==> src/rtl/edge_detector.sv <==
// edge_detector: turns a level input into a registered strobe of PULSE_LEN
// cycles on each qualifying transition. Moore FSM with an optional input
// synchronizer chain and a selectable edge polarity.
module edge_detector #(
   parameter int SYNC_STAGES = 0,  // 0 = sample signal directly
   parameter int EDGE_MODE   = 0,  // 0 = rising, 1 = falling, 2 = both
   parameter int PULSE_LEN   = 1   // strobe width in cycles, 1..255
) (
   input  logic clk,
   input  logic reset,     // asynchronous, active low
   input  logic signal,
   output logic outedge
);

   // LOW and HIGH also remember the previous sampled level of s, so no
   // separate prev register is needed.
   typedef enum logic [1:0] {
      ST_INIT  = 2'd0,
      ST_LOW   = 2'd1,
      ST_HIGH  = 2'd2,
      ST_PULSE = 2'd3
   } state_t;

   localparam logic [7:0] CNT_LOAD = 8'(PULSE_LEN - 1);
   localparam logic       RISE_EN  = (EDGE_MODE == 0) || (EDGE_MODE == 2);
   localparam logic       FALL_EN  = (EDGE_MODE == 1) || (EDGE_MODE == 2);

   logic       s_s;
   state_t     state_r;
   state_t     state_next_s;
   logic [7:0] cnt_r;
   logic [7:0] cnt_next_s;
   logic       outedge_r;

   generate
      if (SYNC_STAGES == 0) begin : g_nosync
         assign s_s = signal;
      end else begin : g_sync
         logic [SYNC_STAGES-1:0] sync_r;

         // Shift the raw input through the synchronizer chain.
         always_ff @(posedge clk or negedge reset) begin
            if (!reset) begin
               sync_r <= '0;
            end else begin
               sync_r[0] <= signal;
               for (int i = 1; i < SYNC_STAGES; i++) begin
                  sync_r[i] <= sync_r[i-1];
               end
            end
         end

         assign s_s = sync_r[SYNC_STAGES-1];
      end
   endgenerate

   // Next-state and pulse-counter logic; edges seen while in PULSE are
   // dropped and the exit state simply follows the current level.
   always_comb begin
      state_next_s = state_r;
      cnt_next_s   = cnt_r;
      case (state_r)
         ST_INIT: begin
            if (s_s) begin
               state_next_s = ST_HIGH;
            end else begin
               state_next_s = ST_LOW;
            end
         end
         ST_LOW: begin
            if (s_s) begin
               if (RISE_EN) begin
                  state_next_s = ST_PULSE;
                  cnt_next_s   = CNT_LOAD;
               end else begin
                  state_next_s = ST_HIGH;
               end
            end else begin
               state_next_s = ST_LOW;
            end
         end
         ST_HIGH: begin
            if (!s_s) begin
               if (FALL_EN) begin
                  state_next_s = ST_PULSE;
                  cnt_next_s   = CNT_LOAD;
               end else begin
                  state_next_s = ST_LOW;
               end
            end else begin
               state_next_s = ST_HIGH;
            end
         end
         ST_PULSE: begin
            if (cnt_r == 8'd0) begin
               if (s_s) begin
                  state_next_s = ST_HIGH;
               end else begin
                  state_next_s = ST_LOW;
               end
            end else begin
               cnt_next_s = cnt_r - 8'd1;
            end
         end
         default: begin
            state_next_s = ST_INIT;
            cnt_next_s   = 8'd0;
         end
      endcase
   end

   // State, counter and output flops; the output is its own flop so the
   // strobe never sees decode glitches from the state bits.
   always_ff @(posedge clk or negedge reset) begin
      if (!reset) begin
         state_r   <= ST_INIT;
         cnt_r     <= 8'd0;
         outedge_r <= 1'b0;
      end else begin
         state_r   <= state_next_s;
         cnt_r     <= cnt_next_s;
         outedge_r <= (state_next_s == ST_PULSE);
      end
   end

   assign outedge = outedge_r;

endmodule

==> config.mk <==
export PLATFORM = sky130hd
export DESIGN_NAME = edge_detector
export DESIGN_NICKNAME = d
export VERILOG_FILES = /design/src/rtl/edge_detector.sv
export SDC_FILE = /design/constraint.sdc
export NUM_CORES = 1
export LEC_CHECK = 0
export ABC_AREA = 1
export CAP_MARGIN = 25
export CORE_AREA = 5 5 43 45
export DETAILED_ROUTE_END_ITERATION = 6
export DIE_AREA = 0 0 48 50
export PLACE_DENSITY = 0.68
export SLEW_MARGIN = 0
export SYNTH_ARGS = -nofsm -noshare
export SYNTH_HDL_FRONTEND = slang
export SYNTH_SLANG_ARGS = --single-unit
==> constraint.sdc <==
create_clock -name clk -period 1.62 [get_ports clk]
set_input_delay 0.324 -clock clk [delete_from_list [all_inputs] [get_ports clk]]
set_output_delay 0.324 -clock clk [all_outputs]
set_load 0.05 [all_outputs]
==> flow_summary_export.csv <==
group,metric,value,unit
synth,ys_types,17,
placement,pre_cts_ws,202,ps
synth,synth_seq_cells,11,
sta,slew_headroom,0.663,
sta,drv_slew,0,
clock_tree,cts_tree,"done",
floorplan,die_y,50,um
sta,tns,0,ps
sta,finalCritPeriodShare,0.875,
floorplan,fp.dieW,48,um
setup_path,worstRegToRegCells,9,
cells_and_area,nets,101,
sta,hold_viol,0,
placement,hpwlAfterDp,921,um
floorplan,initial_core_util,0.475,
sta,period_needed,1420,ps
grt,grt_overflow,0,
power_and_ir_drop,power.leakage,0.399,nW
power_and_ir_drop,finalPower,1.68,mW
setup_path,worstSetupStartpointType,"flip-flop",
synth,syn_area,682,um2
detailed_routing,wl,1.17,mm
floorplan,rows,14,
grt,grt_pass1_vias,539,
detailed_routing,via_per_inst,4.96,
status,run_status,"completed",
synth,yosysWarnings,0,
setup_path,worst_ep_required_time,1780,ps
sta,rsz0062_at_grt,"false",
setup_path,cp_max_fo,8,
sta,fin_skew,1.52,ps
cells_and_area,syn2layout_area_growth,11.9,%
cells_and_area,drive_above_1_share,0.208,
grt,grt_usage,0.134,
clock_tree,clkSlewWorstSetupHoldPaths,70,ps
setup_path,end_kind,"flip-flop",
detailed_routing,wl_per_cell,10.5,um
synth,avgSynthCellArea,7.75,um2
detailed_routing,firstDrtPassIters,3,
clock_tree,clockBufferDepth,2,
setup_path,rr_startpoint,"cnt_r[0]",
grt,grt_start_max_net_pins,12,
setup_path,r2r-end,"cnt_r[6]",
power_and_ir_drop,ir_drop,1.07,mV
min_path,holdCritPathClass,"input pin to async pin",
floorplan,fp.dieArea,2400,um2
clock_tree,post-cts-setup-buffers,0,
grt,grt_pass1_wl,2.35,mm
placement,routabilityCongestion,0.783,
clock_tree,htreeDepth,1,
run,drv_cap,0,
sta,tightest_slew,504,ps
grt,antenna_found_initial,0,
setup_path,cp.arrival,1580,ps
detailed_routing,drt_iter0_markers,8,
clock_tree,cts.sinks,11,
placement,portBuffers,3,
floorplan,ios,4,
setup_path,crit_type,"flip-flop to flip-flop",
clock_tree,cts_buffers,3,
detailed_routing,drc,0,
detailed_routing,vias,556,
synth,synth-seq-area-share,0.404,
clock_tree,postCtsResizedCells,0,
setup_path,rrSetupSlack,200,ps
synth,syn_nets,92,
synth,syn_inst,88,
sta,setup_viol,0,
power_and_ir_drop,p_per_area,2200,nW/um2
sta,setup_slack,203,ps
clock_tree,clk_latency,260,ps
sta,fmax,0.706,GHz
clock_tree,cts_hold_buf,0,
floorplan,core,1440,um2
detailed_routing,antenna_left,0,
cells_and_area,n_antenna_cell,0,
clock_tree,root_buffer,"clkbuf_4",
## state kept, by name (all words and copies together) (netlist names)
register and flops:
outedge 1, state_r 2, cnt_r 8
## where the power goes
part,switching [mW],internal [mW],total [mW]
logic,0.622,0.364,0.986
registers,0.113,0.396,0.509
clock network,0.0914,0.0951,0.187
total,0.826,0.856,1.68
## how the worst max path moves through the flow
stage	cells after the start	end	slack [ps]	start
floorplan	9	cnt_r[3]	250	cnt_r[0]
global placement	9	cnt_r[5]	240	cnt_r[0]
detailed placement	9	cnt_r[5]	200	cnt_r[0]
CTS	9	cnt_r[5]	190	cnt_r[0]
global route	9	cnt_r[6]	50	cnt_r[0]
finish	9	cnt_r[6]	200	cnt_r[0]
## cell usage after synthesis
| master | instances | share of area |
|---|---|---|
| nor2_2 | 3 | 0.028 |
| nand2_8 | 2 | 0.059 |
| xor2_1 | 1 | 0.013 |
| o21ai_2 | 2 | 0.026 |
| nand2_4 | 1 | 0.017 |
| xnor2_1 | 1 | 0.013 |
| inv_2 | 3 | 0.017 |
| nand2_2 | 3 | 0.028 |
| nor2_1 | 14 | 0.077 |
| nand2_1 | 21 | 0.12 |
| nor3_4 | 1 | 0.024 |
| nand3_1 | 8 | 0.059 |
| inv_1 | 11 | 0.061 |
| o21ai_1 | 1 | 0.0073 |
| nand4_1 | 4 | 0.037 |
| dfrtp_1 | 11 | 0.40 |
| ha_1 | 1 | 0.018 |
## per-stage QoR
stage | hold slack [ps] | std cells | area (um2) | util
6_report | 395 | 112 | 763 | 0.531
5_1_grt | 425 | 112 | 763 | 0.531
4_1_cts | 406 | 112 | 763 | 0.531
3_5_place_dp | 466 | 108 | 737 | 0.513
3_3_place_gp | 463 | 108 | 737 | 0.513
2_1_floorplan | 28.4 | 88 | 682 | -
## cell usage in the layout, fill, tap and decap left out
cell	netlist	routed
clkbuf_4	0	3
nor2_2	3	3
nand2_2	3	3
o21ai_1	1	1
nand4_1	4	4
nand3_1	8	8
ha_1	1	1
dfrtp_1	11	11
xor2_1	1	1
nand2_4	1	1
inv_1	11	11
nor2_1	14	14
nand2_8	2	2
o21ai_2	2	2
clkbuf_1	0	1
buf_4	0	2
clkdlybuf4s50_1	0	2
nor3_4	1	1
xnor2_1	1	1
nand2_1	21	21
inv_2	3	3
## logic make-up after synthesis
group / Yosys count / synth area share
AOI/OAI and AO/OA: 3 / 0.0330
xor gates and xnor gates: 2 / 0.0257
adders and majority gates: 1 / 0.0183
buffers and inverters: 14 / 0.0771
DFF: 11 / 0.404
and+or+nand+nor: 57 / 0.442
## area by class of cell
type / count / area, um2
Multi-Input combinational cell: 63 / 354
Sequential cell: 11 / 275
Timing Repair Buffer: 4 / 35.0
Clock buffer: 4 / 26.3
Fill cell: 141 / 673
Tap cell: 16 / 20.0
Inverter: 14 / 52.6
## worst max-delay path: stages (launching register included)
cell	delay, ps
dfrtp_1	390
inv_1	110
ha_1	190
inv_2	60
nor3_4	140
nand2_4	110
nand2_8	100
nand2_8	80
nand2_1	80
nand2_1	50
## routing by layer
metal	GRT usage	share of wire	wire length, um
met2	0.194	0.50	588
met1	0.185	0.47	552
met4	0.0538	0.010	12
met5	0	0	0
met3	0.0327	0.018	21
(Power assumes the default switching activity.)
